File: config.mk
export PLATFORM = sky130hd
export DESIGN_NAME = sequenciador_camadas
export DESIGN_NICKNAME = d
export VERILOG_FILES = /design/src/rtl/sequenciador_camadas_pkg.sv /design/src/rtl/sequenciador_camadas_gerador_enable.sv /design/src/rtl/sequenciador_camadas.sv
export SDC_FILE = /design/constraint.sdc
export NUM_CORES = 1
export LEC_CHECK = 0
export ABC_AREA = 1
export BUFFER_PORTS_ARGS = -buffer_cell sky130_fd_sc_hd__buf_4
export CORE_AREA = 2 2 277 279
export DETAILED_ROUTE_END_ITERATION = 8
export DIE_AREA = 0 0 279 281
export GPL_ROUTABILITY_DRIVEN = 0
export GPL_TIMING_DRIVEN = 0
export PLACE_DENSITY_LB_ADDON = 0.3
export SLEW_MARGIN = 20
export SYNTH_ARGS = -nofsm -noshare
export SYNTH_HDL_FRONTEND = slang
export SYNTH_SLANG_ARGS = --single-unit
File: constraint.sdc
create_clock -name clk -period 2.2 [get_ports clk]
set_input_delay 0.22 -clock clk [delete_from_list [all_inputs] [get_ports clk]]
set_output_delay 0.22 -clock clk [all_outputs]
set_load 0.05 [all_outputs]
File: src/rtl/sequenciador_camadas_pkg.sv
// Shared types and constants for the layer sequencer.
// Optional watchdog is enabled with SEQ_WATCHDOG_EN.
package seq_pkg;

    localparam int NUM_NEURO   = 20;
    localparam int N           = 8;
    localparam int MAX_CAMADAS = 4;
    localparam int TIMEOUT     = 1023;
    localparam int QW          = 5;
    localparam int CW          = $clog2(TIMEOUT + 1);

    typedef enum logic [2:0] {
        IDLE,
        START,
        WAIT,
        CAPTURE,
        NEXT,
        DONE
    } estado_t;

    // 0 and anything above NUM_NEURO both mean "all neurons"
    function automatic logic [QW-1:0] clamp_qtd(input logic [QW-1:0] q);
        if (q == '0 || q > QW'(NUM_NEURO)) begin
            return QW'(NUM_NEURO);
        end
        return q;
    endfunction

endpackage

File: src/rtl/sequenciador_camadas_gerador_enable.sv
// Thermometer mask: bit k set when k < qtd.
module gerador_enable
    import seq_pkg::*;
(
    input  logic [QW-1:0]        qtd_i,
    output logic [NUM_NEURO-1:0] mask_o
);

    always_comb begin
        mask_o = '0;
        for (int k = 0; k < NUM_NEURO; k++) begin
            mask_o[k] = (QW'(k) < qtd_i);
        end
    end

endmodule

File: src/rtl/sequenciador_camadas.sv
// Time-multiplexes one physical neuron layer over several logical layers.
// Define SEQ_WATCHDOG_EN to abort a layer whose flag never arrives.
module sequenciador_camadas
    import seq_pkg::*;
(
    input  logic                          clk,
    input  logic                          iRst_n,
    input  logic                          iStart,
    input  logic [NUM_NEURO*N-1:0]        iEntrada,
    input  logic [QW-1:0]                 iQtdEntradas,
    input  logic [2:0]                    iNumCamadas,
    input  logic [MAX_CAMADAS*QW-1:0]     iQtdNeuros,
    input  logic [MAX_CAMADAS*2-1:0]      iCtrlFA,
    input  logic                          iFlagBias,
    input  logic [NUM_NEURO*N-1:0]        iR,
    input  logic                          iFlagCamada,
    output logic                          oStartNeuro,
    output logic                          oStartCamada,
    output logic [NUM_NEURO-1:0]          oEn,
    output logic                          oFlagBias,
    output logic [1:0]                    oCtrlFA,
    output logic [QW-1:0]                 oQtdEntradas,
    output logic [NUM_NEURO*N-1:0]        oX,
    output logic [2:0]                    oCamadaIdx,
    output logic [NUM_NEURO*N-1:0]        oResultado,
    output logic                          oDone,
    output logic                          oBusy,
    output logic                          oErro
);

    localparam int VW = NUM_NEURO * N;

    estado_t                   state_q;
    logic [VW-1:0]             x_q, res_q, x_cap_d;
    logic [NUM_NEURO-1:0]      en_q, mask_d;
    logic [2:0]                idx_q, idx_nx, nc_q;
    logic [QW-1:0]             qe_q, qtd_q, qtd_d;
    logic [1:0]                fa_q, fa_d;
    logic [MAX_CAMADAS*QW-1:0] qcfg_q;
    logic [MAX_CAMADAS*2-1:0]  facfg_q;
    logic                      sn_q, sc_q, fb_q, done_q, busy_q, erro_q;
    logic                      nc_bad;
`ifdef SEQ_WATCHDOG_EN
    logic [CW-1:0]             wd_q;
`endif

    assign idx_nx = idx_q + 3'd1;
    assign nc_bad = (iNumCamadas == 3'd0) || (iNumCamadas > 3'(MAX_CAMADAS));

    // Config of the layer about to start: live inputs from IDLE, latched copy otherwise
    always_comb begin
        qtd_d = clamp_qtd(qcfg_q[idx_nx*QW +: QW]);
        fa_d  = facfg_q[idx_nx*2 +: 2];
        if (state_q == IDLE) begin
            qtd_d = clamp_qtd(iQtdNeuros[QW-1:0]);
            fa_d  = iCtrlFA[1:0];
        end
    end

    gerador_enable u_en (
        .qtd_i  (qtd_d),
        .mask_o (mask_d)
    );

    always_comb begin
        x_cap_d = '0;
        for (int k = 0; k < NUM_NEURO; k++) begin
            x_cap_d[k*N +: N] = en_q[k] ? iR[k*N +: N] : '0;
        end
    end

    always_ff @(posedge clk) begin
        if (!iRst_n) begin
            state_q <= IDLE;
            x_q     <= '0;
            res_q   <= '0;
            en_q    <= '0;
            idx_q   <= '0;
            nc_q    <= '0;
            qe_q    <= '0;
            qtd_q   <= '0;
            fa_q    <= '0;
            qcfg_q  <= '0;
            facfg_q <= '0;
            sn_q    <= 1'b0;
            sc_q    <= 1'b0;
            fb_q    <= 1'b0;
            done_q  <= 1'b0;
            busy_q  <= 1'b0;
            erro_q  <= 1'b0;
`ifdef SEQ_WATCHDOG_EN
            wd_q    <= '0;
`endif
        end else begin
            fb_q   <= iFlagBias;
            sn_q   <= 1'b0;
            done_q <= 1'b0;
            unique case (state_q)
                IDLE: begin
                    if (iStart) begin
                        x_q     <= iEntrada;
                        qe_q    <= iQtdEntradas;
                        nc_q    <= iNumCamadas;
                        qcfg_q  <= iQtdNeuros;
                        facfg_q <= iCtrlFA;
                        idx_q   <= '0;
                        erro_q  <= nc_bad;
                        busy_q  <= !nc_bad;
                        if (nc_bad) begin
                            done_q  <= 1'b1;
                            state_q <= DONE;
                        end else begin
                            sn_q    <= 1'b1;
                            sc_q    <= 1'b1;
                            en_q    <= mask_d;
                            fa_q    <= fa_d;
                            qtd_q   <= qtd_d;
                            state_q <= START;
                        end
                    end
                end
                START: begin
`ifdef SEQ_WATCHDOG_EN
                    wd_q    <= '0;
`endif
                    state_q <= WAIT;
                end
                WAIT: begin
                    if (iFlagCamada) begin
                        sc_q    <= 1'b0;
                        x_q     <= x_cap_d;
                        qe_q    <= qtd_q;
                        state_q <= CAPTURE;
                    end
`ifdef SEQ_WATCHDOG_EN
                    else if (wd_q == CW'(TIMEOUT)) begin
                        erro_q  <= 1'b1;
                        sc_q    <= 1'b0;
                        en_q    <= '0;
                        busy_q  <= 1'b0;
                        done_q  <= 1'b1;
                        state_q <= DONE;
                    end else begin
                        wd_q <= wd_q + 1'b1;
                    end
`endif
                end
                CAPTURE: begin
                    state_q <= NEXT;
                end
                NEXT: begin
                    if (idx_q == nc_q - 3'd1) begin
                        res_q   <= x_q;
                        en_q    <= '0;
                        busy_q  <= 1'b0;
                        done_q  <= 1'b1;
                        state_q <= DONE;
                    end else begin
                        idx_q   <= idx_nx;
                        sn_q    <= 1'b1;
                        sc_q    <= 1'b1;
                        en_q    <= mask_d;
                        fa_q    <= fa_d;
                        qtd_q   <= qtd_d;
                        state_q <= START;
                    end
                end
                DONE: begin
                    state_q <= IDLE;
                end
                default: begin
                    state_q <= IDLE;
                end
            endcase
        end
    end

    assign oStartNeuro  = sn_q;
    assign oStartCamada = sc_q;
    assign oEn          = en_q;
    assign oFlagBias    = fb_q;
    assign oCtrlFA      = fa_q;
    assign oQtdEntradas = qe_q;
    assign oX           = x_q;
    assign oCamadaIdx   = idx_q;
    assign oResultado   = res_q;
    assign oDone        = done_q;
    assign oBusy        = busy_q;
    assign oErro        = erro_q;

endmodule
==> results of run 1 <==
[kinds of logic (layout without fill, tap and decap cells)]
kind of cell	after synthesis	in the layout	synth area share (%)
flip-flops	395	395	50.0
XOR/XNOR	5	5	0.324
other	0	3	0
AO/OA/AOI/OAI	616	616	21.1
adder cells (fa/ha/maj)	2	2	0.158
AND/OR/NAND/NOR	813	813	21.9
buffers and inverters	242	1433	6.58
[layout by cell type, fill, tap and decap left out, drive strengths merged]
| cell | synthesis | routed |
|---|---|---|
| buf | 54 | 794 |
| diode | 0 | 3 |
| a22oi | 1 | 1 |
| o31ai | 1 | 1 |
| ha | 2 | 2 |
| dlygate4sd3 | 0 | 357 |
| inv | 58 | 57 |
| clkbuf | 128 | 209 |
| a31oi | 168 | 168 |
| a311oi | 1 | 1 |
| bufinv | 0 | 3 |
| clkinv | 2 | 13 |
| nor4 | 1 | 1 |
| xor2 | 3 | 3 |
| o211ai | 2 | 2 |
| nand2 | 262 | 262 |
| o21a | 1 | 1 |
| nor3 | 2 | 2 |
| xnor2 | 2 | 2 |
| o2bb2ai | 1 | 1 |
| dfxtp | 395 | 395 |
| o22ai | 1 | 1 |
| o21ai | 379 | 379 |
| nor2 | 366 | 366 |
| nand3 | 182 | 182 |
| a21oi | 61 | 61 |
[worst min-delay path: stages]
cell and delay (ns):
buf_4 0.11, o22ai_1 0.18, a311oi_1 0.06
[sequential cells by signal (all words and copies together), names as in the netlist]
register and count:
facfg_q 8, qcfg_q 20, oEn 20, oCtrlFA 2
oResultado 160, nc_q 3, oBusy 1, oDone 1
qtd_q 5, oErro 1, state_q 3, oStartNeuro 1
oQtdEntradas 5, oFlagBias 1, oCamadaIdx 3, oStartCamada 1
oX 160
[cells in the mapped netlist (all sizes together)]
master	number	area, sq um
dfxtp	395	7910
o21ai	379	1910
nor2	366	1470
nand2	262	1040
nand3	182	941
a31oi	168	1050
clkbuf	128	480
a21oi	61	313
inv	58	230
buf	54	318
xor2	3	33.8
clkinv	2	12.5
ha	2	25.0
nor3	2	10.0
o211ai	2	15.0
xnor2	2	17.5
a22oi	1	7.51
a311oi	1	8.76
nor4	1	6.26
o21a	1	7.51
o22ai	1	6.26
o2bb2ai	1	8.76
o31ai	1	7.51
[final timing paths]
path,startpoint,slack [ns],endpoint
worst max register to register,oCamadaIdx[0],0.05,oEn[14]
worst max-delay path,oCamadaIdx[0],0.05,oEn[14]
worst min-delay path,iStart,0.06,state_q[2]
worst min register to register,qcfg_q[14],0.45,qcfg_q[14]
[per-layer routing]
metal / wire length (um) / vias to the layer above / global-route usage [%]
met5: 16 / - / 0
met4: 4480 / 2 / 10.0
met3: 5980 / 238 / 4.36
met2: 41800 / 914 / 35.3
met1: 36100 / 9454 / 25.2
li1: - / 9410 / -
[where the power goes]
group | leakage (nW) | internal, mW | switching, mW
Clock | 0.773 | 4.76 | 3.25
Combinational | 9.19 | 5.33 | 12.1
Sequential | 3.23 | 8.74 | 1.53
Total | 13.2 | 18.8 | 16.9
[final cells by class]
type	count	share of cell area, %
Antenna cell	3	0.0259
Buffer	180	3.51
Clock buffer	71	4.87
Clock inverter	13	0.536
Inverter	60	0.977
Multi-Input combinational cell	1436	26.1
Sequential cell	395	27.4
Tap cell	978	4.23
Timing Repair Buffer	1109	32.4
[repair_timing]
action,in CTS,in global routing
pin swaps,17,33
setup buffers,10,18
hold buffers,357,0
setup endpoints to repair,355,335
hold endpoints to repair,199,0
cloned,0,9
resized for setup,97,219
==> results by group, run 1 <==
CTS
  – Reg clk slew, reported paths: around 0.06 ns
  – Clk sink count: 395
  – Clock Tree Root: clkbuf_16
  – CTS tree: built
  – Later-pin clock latency in the skew report: 0.58 ns
  – H-tree levels: 2
  – Cts bufs inserted: 47
  – Clock buffer depth: 3

Synthesis
  – Syn Inst Count: between 2000 and 2500
  – Synth Cell Area: roughly 16000 sq um
  – Cell variety after synth: 41
  – Net Count, Synth: 2436
  – Synthesis-stage register bit count: 395
  – Seq/Total Area, Yosys: 50.0%
  – Mean area per synthesized cell: 7.64 sq um
  – Ys Warns: 0

Critical path
  – CP cell instances: ha_4 > nand3_1 > nand2_2 > nand2_4 > a21oi_2 > nand2_4 > nand3_4 > nand3_4 > nand2_8 > clkinv_8 > nand3_4 > a21oi_2
  – Worst path buffer plus inverter count: 1
  – Critical Path Source Type: flop
  – Number of cells on the critical path: 12
  – Crit path capture type: flop
  – Worst Path Required: 2.61 ns
  – Crit Path Class: reg -> reg
  – R2R depth: 12
  – Slowest-stage cell, CP: dfxtp_4
  – Most common cell on crit path: nand3_4
  – Crit path DAT: 2.56 ns
  – Max incr delay on CP: around 0.36 ns
  – Crit-path max FO: 8
  – Crit path max-delay family: simple AND/OR/NAND/NOR gates

Floorplan
  – Horiz. Die Dim: 279 um
  – Die footprint: 78400 sq um
  – Core footprint: 75400 sq um
  – Standard-cell rows: 101
  – DIE HEIGHT: 281 um
  – Initial Utilization: 21.0%
  – Num ports: 717

Power
  – Power, Total: 35.7 mW
  – Power per Cell Area: 1230 nW/um^2
  – Max VDD drop: 0.000689 V
  – LEAKAGE: 13.2 nW

STA
  – Worst rel slew slack: 38.2%
  – Fin crit period: 2.15 ns
  – Min Hold Slack: 0.0577 ns
  – Setup TNS: 0 ns
  – Period utilization: 97.7%
  – Slew of the pin with the lowest slew margin: 0.926 ns
  – Clock Skew: 0.0137 ns
  – Worst Slack Setup Final: 0.0500 ns
  – RSZ-0062 raised after global routing: yes
  – FMAX: 0.465 GHz
  – Final Slew Violations: 0
  – Final setup vio count: 0
  – Final count of hold timing violations: 0

Layout
  – FF/Latch Area: 7920 sq um
  – Design Area, Final: 28900 sq um
  – Final Non-Filler Cells: 4245
  – Area growth syn-to-layout: 82.9%
  – Fillers: 7698
  – Fraction of layout cells with a size suffix above 1: 32.7%
  – Nets: around 3600
  – Multi-input logic area: 7560 sq um
  – Layout Utilization: roughly two fifths

Drt
  – # DRC: 0
  – Vias: 20018
  – Vias per cell: 4.72
  – Wirelength per Cell: 20.8 um
  – Routed Antenna Nets: 0
  – Final WL: 88.4 mm
  – DR pass1 iterations: 6
  – DRT iter0 DRCs: 1012

Worst hold path
  – Worst Hold Depth: 3
  – Hold WC Path Type: in -> reg

GRT
  – Largest net degree at the start of global routing: 13
  – Vias in the first global route: slightly below 20000
  – GRT Total Usage: 20.9%
  – First-pass GRT wire length: 124 mm
  – Grt total ovfl: 0
  – Initial antenna violation count: 2

Run status
  – Status: finished, final reports clean

Placed design
  – Setup WS pre-CTS: -0.675 ns
  – Placed cell area: 22400 sq um
  – Placed Instances: 3766
  – HPWL reported at the end of detailed placement: 64.1 mm
  – Input/output buffers: 715

Flow run
  – Max-Cap Viols: 0
Power figures use the tool's default switching activity.
==> inputs of run 2 (changes only) <==
- CELL_PAD_IN_SITES_DETAIL_PLACEMENT: unset -> 0
- CELL_PAD_IN_SITES_GLOBAL_PLACEMENT: unset -> 1
- CORE_AREA: 2 2 277 279 -> 2 2 282 284
- DIE_AREA: 0 0 279 281 -> 0 0 284 286
==> run 2 against run 1 <==
  * Combinational power is 2% higher
  * Final cell count increased by 2.0%
  * Utilization shrank 0.65 points
  * Count of clock-buffer cells in the layout grew 3
  * Sequential cell count stayed put
  * The run now ends with setup timing left
  * Clock skew increased by 0.0013 ns
==> results by group, run 2 (synthesis gave the netlist of run 1 again) <==
STA
  – Final Slew Violations: 0
  – Clock Skew: 0.0150 ns
  – Final count of hold timing violations: 0
  – RSZ-0062 raised after global routing: yes
  – FMAX: 0.443 GHz
  – Fin crit period: 2.26 ns
  – Period utilization: 103%
  – Slew of the pin with the lowest slew margin: 0.984 ns
  – Final setup vio count: 2
  – Worst Slack Setup Final: -0.0575 ns
  – Worst rel slew slack: approximately a third

CTS
  – Clk sink count: 395
  – CTS tree: built
  – Clock buffer depth: 3
  – Later-pin clock latency in the skew report: ~0.6 ns
  – Reg clk slew, reported paths: 0.06 ns
  – Cts bufs inserted: 48
  – H-tree levels: 2
  – Clock Tree Root: clkbuf_16

GRT
  – First-pass GRT wire length: between 100 and 150 mm
  – Initial antenna violation count: 2
  – GRT Total Usage: 20.9%
  – Grt total ovfl: 0
  – Largest net degree at the start of global routing: 20
  – Vias in the first global route: between 15000 and 20000

Run status
  – Violated checks: setup timing
  – Status: complete, but fails checks

Floorplan
  – DIE HEIGHT: 286 um
  – Core footprint: around 80000 sq um
  – Initial Utilization: between 20% and 30%
  – Horiz. Die Dim: 284 um
  – Die footprint: 81200 sq um
  – Num ports: 717
  – Standard-cell rows: just over 100

Power
  – Power, Total: 36.2 mW
  – Power per Cell Area: 1220 nW/um^2
  – Max VDD drop: 0.000539 V
  – LEAKAGE: between 10 and 15 nW

Critical path
  – Crit-path max FO: 7
  – R2R setup slack: -0.06 ns
  – Crit path capture type: flop
  – R2R depth: 13
  – Crit path DAT: 2.71 ns
  – Critical Path Source Type: flop
  – Crit Path Class: reg -> reg
  – Critical R2R Capture: oEn[6]
  – RR Startpoint: oCamadaIdx[0]
  – Worst Path Required: 2.65 ns

Drt
  – Vias: roughly 20000
  – Routed Antenna Nets: 0
  – DR pass1 iterations: 5
  – Final WL: 90.6 mm
  – # DRC: 0
  – Wirelength per Cell: 20.9 um
  – Vias per cell: 4.52
  – DRT iter0 DRCs: 1146

Layout
  – Area growth syn-to-layout: 86.7%
  – Most frequent cells in the layout: 751 x buf_4, 391 x dfxtp_1, 367 x o21ai_0, 359 x dlygate4sd3_1, 266 x nor2_1
  – Most common cell after layout, fill and taps aside: buf_4
  – Final Non-Filler Cells: 4329
  – Fraction of layout cells with a size suffix above 1: 34.3%
  – Nets: 3603

Worst hold path
  – Hold wc startpoint: iCtrlFA[4]
  – Hold WC Path Type: in -> reg
  – Hold Crit Endpoint: facfg_q[4]
  – Worst Hold Depth: 4

Flow run
  – Max-Cap Viols: 0

Placed design
  – Placed Instances: 3838
  – HPWL reported at the end of detailed placement: 66.3 mm
  – Input/output buffers: 715
==> run 2: changes by cell type in the layout (fill, tap and decap cells not counted), sizes merged <==
cell and delta:
buf +22, clkbuf -11, bufinv -2, clkinv +2, clkinvlp +2, diode -2
dlygate4sd3 +2, inv -1
==> run 2: worst max-delay path by stage <==
stage | startpoint | to | slack (ns) | depth (start not counted)
final | oCamadaIdx[0] | oEn[6] | -0.06 | 13
after global routing | oCamadaIdx[0] | oEn[6] | -0.13 | 13
after CTS | oCamadaIdx[0] | oEn[10] | -0.002 | 14
after detailed placement | iRst_n | qcfg_q[19] | -0.81 | 5
after global placement | iRst_n | qcfg_q[16] | -0.83 | 5
after floorplan | oCamadaIdx[1] | oEn[5] | 0.02 | 14
==> run 2: timing repair <==
item,4_1_cts,5_1_grt
pin swaps,17,47
setup buffers,15,20
cloned,1,10
resized for setup,119,316
endpoints found under the hold margin,200,0
hold buffers,359,0
endpoints found under the setup margin,358,340
==> run 2: area by class of cell <==
type / instances / area (sq um)
Fill cell: 8268 / 48800
Clock buffer: 74 / 1470
Clock inverter: 14 / 119
Antenna cell: 1 / 2.50
Inverter: 60 / 290
Multi-Input combinational cell: 1436 / 7820
Sequential cell: 395 / 7920
Tap cell: 1050 / 1310
Buffer: 180 / 1070
Timing Repair Buffer: 1119 / 9540
==> run 2: metal layers <==
layer | part of all wire [%] | track usage [%]
met5 | 0 | 0
met4 | 3.1 | 6.97
met3 | 5.6 | 3.69
met2 | 49 | 36.5
met1 | 42 | 26.1
==> run 2: stage by stage <==
| step | TNS [ns] | instance area [sq um] | worst slack, ns | util, % | hold slack (ns) |
|---|---|---|---|---|---|
| after floorplan | 0 | 15800 | 0.0184 | - | 0.318 |
| after global placement | -188.48 | 22500 | -0.830 | 28.7 | 0.404 |
| after detailed placement | -131.31 | 22500 | -0.807 | 28.7 | 0.410 |
| after CTS | -0.00365 | 28200 | -0.00216 | 35.9 | 0.360 |
| after global routing | -2.31 | 29600 | -0.135 | 37.7 | 0.393 |
| final | -0.0653 | 29600 | -0.0575 | 37.7 | 0.403 |
==> run 2: worst max-delay path: stages, from the launching register on <==
cell,delay [ns]
dfxtp_4,0.37
ha_4,0.36
inv_8,0.06
nand3_2,0.07
nand2_2,0.08
nand2_4,0.11
nand2_4,0.07
nor2_4,0.17
nand2_4,0.10
nand3_4,0.14
nand3_4,0.14
buf_4,0.18
o21ai_4,0.19
a21oi_2,0.07
==> run 2: power breakdown <==
part | internal [mW] | switching, mW | leakage [nW]
Sequential | 8.74 | 1.50 | 3.23
Clock | 4.72 | 3.42 | 0.783
Combinational | 5.54 | 12.2 | 9.30
